[src/rtl/ram_pkg.sv]
// Shared constants and types for the synchronous dual-port RAM family.
package ram_pkg;

  localparam int unsigned RD_FIRST = 0;
  localparam int unsigned WR_FIRST = 1;

  typedef enum logic {
    IDLE  = 1'b0,
    CLEAR = 1'b1
  } ram_state_t;

endpackage

[src/rtl/ram_clr_ctrl.sv]
// Clear sequencer: owns the RAM state, walks a pointer over every word and
// requests a zero write per cycle while busy.
module ram_clr_ctrl
  import ram_pkg::*;
#(
  parameter int unsigned ADDR_SIZE   = 4,
  parameter int unsigned MEMORY_SIZE = 16
) (
  input  logic                 clk,
  input  logic                 rst,
  input  logic                 clr,
  output logic                 clr_we,
  output logic [ADDR_SIZE-1:0] clr_addr,
  output logic                 busy
);

  localparam logic [ADDR_SIZE-1:0] LAST_WORD = ADDR_SIZE'(MEMORY_SIZE - 1);

  ram_state_t           state;
  logic [ADDR_SIZE-1:0] ptr;

  always_ff @(posedge clk) begin
    if (rst) begin
      state <= CLEAR;
      ptr   <= '0;
      busy  <= 1'b1;
    end else begin
      case (state)
        IDLE: begin
          if (clr) begin
            state <= CLEAR;
            ptr   <= '0;
            busy  <= 1'b1;
          end
        end
        CLEAR: begin
          // clr is deliberately ignored here so a clear never restarts itself
          if (ptr == LAST_WORD) begin
            state <= IDLE;
            ptr   <= '0;
            busy  <= 1'b0;
          end else begin
            ptr <= ptr + 1'b1;
          end
        end
      endcase
    end
  end

  assign clr_we   = (state == CLEAR) && !rst;
  assign clr_addr = ptr;

endmodule

[src/rtl/ram_dp_sync.sv]
// Synchronous simple-dual-port RAM with registered read, selectable
// read-during-write behaviour, range checking and a built-in clear sequence.
module ram_dp_sync
  import ram_pkg::*;
#(
  parameter int unsigned ADDR_SIZE   = 4,
  parameter int unsigned WORD_SIZE   = 8,
  parameter int unsigned MEMORY_SIZE = 16,
  parameter int unsigned RD_MODE     = RD_FIRST
) (
  input  logic                 clk,
  input  logic                 rst,
  input  logic                 cs,
  input  logic                 wr,
  input  logic [ADDR_SIZE-1:0] waddr,
  input  logic [WORD_SIZE-1:0] data_in,
  input  logic                 rd,
  input  logic [ADDR_SIZE-1:0] raddr,
  input  logic                 clr,
  output logic [WORD_SIZE-1:0] data_out,
  output logic                 rd_valid,
  output logic                 err,
  output logic                 busy
);

  localparam logic [ADDR_SIZE:0] MEM_LIMIT = (ADDR_SIZE + 1)'(MEMORY_SIZE);

  logic [WORD_SIZE-1:0] mem [0:MEMORY_SIZE-1];

  logic                 clr_we;
  logic [ADDR_SIZE-1:0] clr_addr;

  logic                 access_en;
  logic                 wr_req;
  logic                 rd_req;
  logic                 w_in_range;
  logic                 r_in_range;
  logic                 wr_ok;
  logic                 bypass;
  logic [WORD_SIZE-1:0] rd_word;

  logic                 mem_we;
  logic [ADDR_SIZE-1:0] mem_waddr;
  logic [WORD_SIZE-1:0] mem_wdata;

  ram_clr_ctrl #(
    .ADDR_SIZE  (ADDR_SIZE),
    .MEMORY_SIZE(MEMORY_SIZE)
  ) u_clr_ctrl (
    .clk     (clk),
    .rst     (rst),
    .clr     (clr),
    .clr_we  (clr_we),
    .clr_addr(clr_addr),
    .busy    (busy)
  );

  always_comb begin
    access_en  = cs && !busy && !rst;
    wr_req     = access_en && wr;
    rd_req     = access_en && rd;
    w_in_range = {1'b0, waddr} < MEM_LIMIT;
    r_in_range = {1'b0, raddr} < MEM_LIMIT;
    wr_ok      = wr_req && w_in_range;
    bypass     = (RD_MODE == WR_FIRST) && wr_ok && (waddr == raddr);
    rd_word    = '0;
    if (r_in_range) begin
      rd_word = bypass ? data_in : mem[raddr];
    end
  end

  // Clear writes and user writes never overlap: user writes need !busy.
  always_comb begin
    mem_we    = wr_ok;
    mem_waddr = waddr;
    mem_wdata = data_in;
    if (clr_we) begin
      mem_we    = 1'b1;
      mem_waddr = clr_addr;
      mem_wdata = '0;
    end
  end

  always_ff @(posedge clk) begin
    if (mem_we) begin
      mem[mem_waddr] <= mem_wdata;
    end
  end

  always_ff @(posedge clk) begin
    if (rst) begin
      data_out <= '0;
      rd_valid <= 1'b0;
      err      <= 1'b0;
    end else begin
      rd_valid <= rd_req;
      err      <= (wr_req && !w_in_range) || (rd_req && !r_in_range);
      if (rd_req) begin
        data_out <= rd_word;
      end
    end
  end

endmodule

[config.mk]
export PLATFORM = sky130hd
export DESIGN_NAME = ram_dp_sync
export DESIGN_NICKNAME = d
export VERILOG_FILES = /design/src/rtl/ram_pkg.sv /design/src/rtl/ram_clr_ctrl.sv /design/src/rtl/ram_dp_sync.sv
export SDC_FILE = /design/constraint.sdc
export NUM_CORES = 1
export LEC_CHECK = 0
export CAP_MARGIN = 15
export CORE_MARGIN = 2
export CORE_UTILIZATION = 25
export CTS_BUF_LIST = sky130_fd_sc_hd__clkbuf_8
export CTS_CLUSTER_DIAMETER = 150
export DETAILED_ROUTE_END_ITERATION = 12
export GPL_ROUTABILITY_DRIVEN = 0
export HOLD_SLACK_MARGIN = 0.15
export SYNTH_ARGS = -nofsm -noshare
export SYNTH_HDL_FRONTEND = slang
export SYNTH_HIERARCHICAL = 1
export SYNTH_SLANG_ARGS = --single-unit
export TNS_END_PERCENT = 30
[constraint.sdc]
create_clock -name clk -period 2.9 [get_ports clk]
set_input_delay 0.58 -clock clk [delete_from_list [all_inputs] [get_ports clk]]
set_output_delay 0.58 -clock clk [all_outputs]
set_load 0.05 [all_outputs]
Yosys cells after proc, flatten, opt, wreduce, memory -nomap -nowiden
Memories as Yosys holds them, arrays and structs flattened. A register that Yosys moved wholly into a read port is not among the register bits. Cells that the tools add are included. W data, S select, Z words.

Eq/ne operators: 3. Bitwise gates (word level): 1. Reduce and logical (&&, ||, !) cells: 8. $add $sub $neg: 1. Mux-type cells: 14.

Operator list (number): $mux W4 (3); $mux W8 (1); $pmux W4 S2 (1); $mux W1 (7); $logic_and A1 B1 Y1 (5); $add A4 B1 Y4 const B (1); $eq A4 B4 Y1 const B (1); $ne A2 B2 Y1 const B (2); $pmux W1 S2 (2); $logic_not A1 Y1 (2); $reduce_and A2 Y1 (1); $not A1 Y1 (1).

Bits of input ports: 22. Memories: 1. Register bits: 7. Word-level logic and storage cells: 32. Memory bits (writable): 128. Output and inout bits: 11.

Memories: mem (depth 16, width 8, read ports 1, clocked after Yosys merged registers in 1, wr ports 1, RTL line ram_dp_sync.sv:28) `logic [WORD_SIZE-1:0] mem [0:MEMORY_SIZE-1];`.

Depth between registers and ports, before layout
Depth in word-level cells: 7. Gate-level depth with buffers: 8. Gate-level depth less buffers: 6.

By module
Netlist, hierarchy kept.

By module, submodules not included: ram_dp_sync (instances 1, area an instance 5485.3 µm², sequential area each 4023.9 µm², cells an instance 293); ram_clr_ctrl (instances 1, area an instance 270.3 µm², sequential area each 120.1 µm², cells an instance 32).

Worst setup path before layout
No wires, ideal clock.

Kind: input to register. Start: input rst. End: memory mem[5][0], enable pin. Arrival time: 1.850 ns. Path buffers: 1. Cell stages on the path: 6. Setup slack: 0.680 ns. Cell sequence: nor2_1 clkbuf_1 nand2_1 o32ai_1 nand2_1 nor2_1.

Cells in the longest elaborated chain, start to end: 6. Elaborated cells between the ends (all ways): 8.

RTL lines: start: declaration (RTL line ram_dp_sync.sv:12) `input logic rst,`; $logic_not A1 Y1 * (RTL line ram_clr_ctrl.sv:50, ram_dp_sync.sv:59); $logic_and A1 B1 Y1 (RTL line ram_dp_sync.sv:59) `access_en = cs && !busy && !rst;`; $logic_and A1 B1 Y1 (RTL line ram_dp_sync.sv:60) `wr_req = access_en && wr;`; $mux W1 (RTL line ram_dp_sync.sv:77) `if (clr_we) begin`; $mux W1 (RTL line ram_dp_sync.sv:85) `if (mem_we) begin`; $mux W1 (not written as such) (RTL line ram_dp_sync.sv:86) `mem[mem_waddr] <= mem_wdata;`; end: declaration (RTL line ram_dp_sync.sv:28).

Every way passes the cells marked *; elsewhere a longest branch is shown, timed or not.

Final worst setup path
Start: input rst. End: memory mem[2][4], enable pin.

Elaborated cells between the ends (all ways): 8.

RTL lines: $logic_not A1 Y1 * (RTL line ram_clr_ctrl.sv:50) `assign clr_we = (state == CLEAR) && !rst;`; $logic_and A1 B1 Y1 * (RTL line ram_clr_ctrl.sv:50); net clr_we (RTL line ram_dp_sync.sv:30) `logic clr_we;`; $mux W1 (RTL line ram_dp_sync.sv:77); $mux W1 (RTL line ram_dp_sync.sv:85); $mux W1 (not written as such) (RTL line ram_dp_sync.sv:86).

Mark *: on every way through the listed nets, which the timed path passes. The rest lies on a longest branch.

==> results_dict.tcl <==
set metrics [dict create \
    outcome "completed" \
    fill_cells 2199 \
    async_flop_share_pct 0 \
    ant_nets 0 \
    synth_top_area_cell "edfxtp_1" \
    rr_worst_depth 6 \
    setup_ws_ns 0.6040 \
    clock_latency_ns 0.43 \
    dpl_worst_slack_ns 0.1358 \
    synth_ff_type "edfxtp_1" \
    final_max_slew_viol_count 0 \
    routed_via_density 4.431 \
    crit_buf_inv 2 \
    htree_levels 4 \
    vdd_drop_max_mv 0.2698 \
    finalHoldViolCount 0 \
    r2r_end "mem[2][4]$_DFFE_PP_" \
    critPathMostFrequentCell "nor2_1" \
    worstSetupPathDepth 6 \
    relSlewSlack_pct 24.26 \
    ys_top_cells_by_area "edfxtp_1 67%, mux4_2 7.4%, dfxtp_1 5.2%" \
    clockBufferDepth 2 \
    grt_first_pass_wirelength_um 18110 \
    synth_edf_count 128 \
    layout.nets 413 \
    post-cts-setup-buffers 0 \
    placed_area_um2 6514 \
    fin_cells 687 \
    synth_cell_types 40 \
    cts_tree "done" \
    drc 0 \
    clock_skew_ns 0.007192 \
    fin_tns_setup_ns 0 \
    yosys_warnings 6 \
    overflow 0 \
    rsz0062_at_grt "false" \
    synth.most_common_cell "edfxtp_1" \
    port_buffers 31 \
    cts_resized 0 \
    areaGrowthSynthToFinish_pct 18.48 \
    cts-root-buf "clkbuf_8" \
    avgSynthCellArea_um2 17.71 \
    dieArea_um2 24250 \
    ctsHoldBuffers 0 \
    synth_top_area_share_pct 66.78 \
    leakagePower_nw 2.298 \
    wire_per_inst_um 17.26 \
    dp.cells 655 \
    initial_core_util_pct 25.42 \
    final_cell_area_um2 6819 \
    path_max_fanout 26 \
    dr.pass1.iters 7 \
    wirelength_um 11860 \
    worst-endpoint-arrival_ns 2.37 \
    drt_iter0_markers 274 \
    worst_slew_pin_slew_ns 1.134 \
    end_kind "flop" \
    hold_slack_ns 0.4877 \
    grt_use_total_pct 10.29 \
    numCtsBuffers 17 \
    synth_area_um2 5756 \
    crit_type "primary input to flop" \
    cpPeakStageDelay_ns 0.57 \
    cp_cell_sequence "clkdlybuf4s50_1 -> nor2_1 -> buf_4 -> nor3b_1 -> o21ai_0 -> nor2_1" \
    timing.rr.start "u_clr_ctrl/state$_SDFF_PP1_" \
    crit_family "simple AND/OR/NAND/NOR gates" \
    synth_fp_nets 348 \
    cp-start-kind "primary input" \
    core_um2 22640 \
    maxCapViolCount 0 \
    row_count 55 \
    finalCritPeriodShare_pct 79.17 \
    io_pins 33 \
    setup_viol 0 \
    holdCritPathClass "flop to flop" \
    grt_antenna_before_repair 0 \
    synth-seq-area-share_pct 72.00 \
    numClockSinks 143 \
    r2r_setup_slack_ns 0.64 \
    die_h_um 155.7 \
    ys_ff_latch 143 \
    die_w_um 155.7 \
    power_density_nw_per_um2 553.3 \
    path_clk_slew_ns 0.07 \
    synth_commonest_cells "128 x edfxtp_1, 25 x nor2_1, 24 x mux2i_1" \
    grt_pass1_vias 3171 \
    cp_data_required_time_ns 2.97 \
    n_antenna_cell 0 \
    cp_slowest_cell "nor2_1" \
    crit_path_start "rst" \
    max_freq_ghz 0.4355 \
    grt_max_degree 27 \
    endpoint "mem[2][4]$_DFFE_PP_" \
    period_minus_slack_ns 2.296 \
    final_layout_size_suffix_gt1_share_pct 18.91 \
    detailed_place_hpwl_um 8029 \
    vias 3044 \
    synthCells 325 \
]
==> flip-flops by register name, summed over array words and instances, names as in the netlist <==
register             flops
u_clr_ctrl/state         1
rd_valid                 1
u_clr_ctrl/clr_addr      4
data_out                 8
mem                    128
u_clr_ctrl/busy          1
==> final cells by class <==
| cell class | instances | area (µm²) | share of cell area [%] |
|---|---|---|---|
| repair buffers | 61 | 543.0 | 7.963 |
| well taps | 285 | 356.6 | 5.229 |
| flip-flops and latches | 143 | 4144 | 60.77 |
| multi-input cells | 158 | 1444 | 21.17 |
| clock inverters | 14 | 63.81 | 0.9358 |
| clock buffers | 17 | 234.0 | 3.431 |
| inverters | 9 | 33.78 | 0.4954 |
==> per-stage QoR <==
stage / total power, mW / util, %
after global placement: 2.590 / 28.77
after global routing: 3.916 / 30.12
after detailed placement: 2.598 / 28.77
after floorplan: 2.492 / -
after CTS: 3.808 / 30.09
final: 3.773 / 30.12
==> per-layer routing <==
metal / global-route usage [%] / part of all wire (%) / up-vias
li1: - / - / 1422
met1: 11.51 / 40 / 1522
met2: 18.25 / 52 / 80
met3: 2.639 / 5.1 / 20
met4: 5.024 / 2.8 / 0
met5: 0 / 0 / -
==> placed cells by master, fill, tap and decap left out, types with 2 or more instances in the layout <==
cell type and n:
a31oi_1 2, o21ai_1 7, nor3b_1 2, inv_1 12
nand3_1 2, dfxtp_1 15, mux2i_1 24, a21oi_1 5
nand2_1 10, clkinv_2 6, o21ai_0 6, nor2_1 25
nor3_1 2, clkinv_1 3, nand2b_1 8, nor2b_1 11
buf_4 29, clkdlybuf4s50_1 30, a22oi_1 8, edfxtp_1 128
clkbuf_8 17, mux4_2 19, mux4_1 5, a32oi_1 9
a32o_1 2
==> tightest hold or removal path: cells and delay by family (launching register included) <==
family | cells | cell delay (ns)
flip-flops | 1 | 0.34
AO/OA/AOI/OAI | 2 | 0.12
==> report_power, final <==
group	total [mW]	internal, mW	switching (mW)
Combinational	0.260	0.114	0.146
Sequential	2.29	2.27	0.0143
Clock	1.22	0.552	0.673
==> kinds of logic (layout without fill, tap and decap cells) <==
logic type | count (synthesis) | count (layout) | share of synthesized area (%)
muxes | 48 | 48 | 13.89
buffers and inverters | 24 | 101 | 2.913
AOI/OAI and AO/OA | 44 | 44 | 5.326
other | 1 | 1 | 0.06515
and+or+nand+nor | 64 | 64 | 5.587
adders and majority gates | 1 | 1 | 0.2174
DFF | 143 | 143 | 72.00
==> worst min path at each step <==
stage / cells past startpoint / to / start / slack [ns]
3_3_place_gp: 2 / data_out[3]$_SDFFE_PP0P_ / data_out[3]$_SDFFE_PP0P_ / 0.47
3_5_place_dp: 2 / data_out[3]$_SDFFE_PP0P_ / data_out[3]$_SDFFE_PP0P_ / 0.47
5_1_grt: 2 / data_out[7]$_SDFFE_PP0P_ / data_out[7]$_SDFFE_PP0P_ / 0.55
4_1_cts: 2 / data_out[3]$_SDFFE_PP0P_ / data_out[3]$_SDFFE_PP0P_ / 0.49
2_1_floorplan: 2 / u_clr_ctrl/clr_addr[0]$_SDFFE_PP0P_ / u_clr_ctrl/clr_addr[0]$_SDFFE_PP0P_ / 0.51
6_report: 2 / data_out[3]$_SDFFE_PP0P_ / data_out[3]$_SDFFE_PP0P_ / 0.49
(Power assumes the default switching activity.)
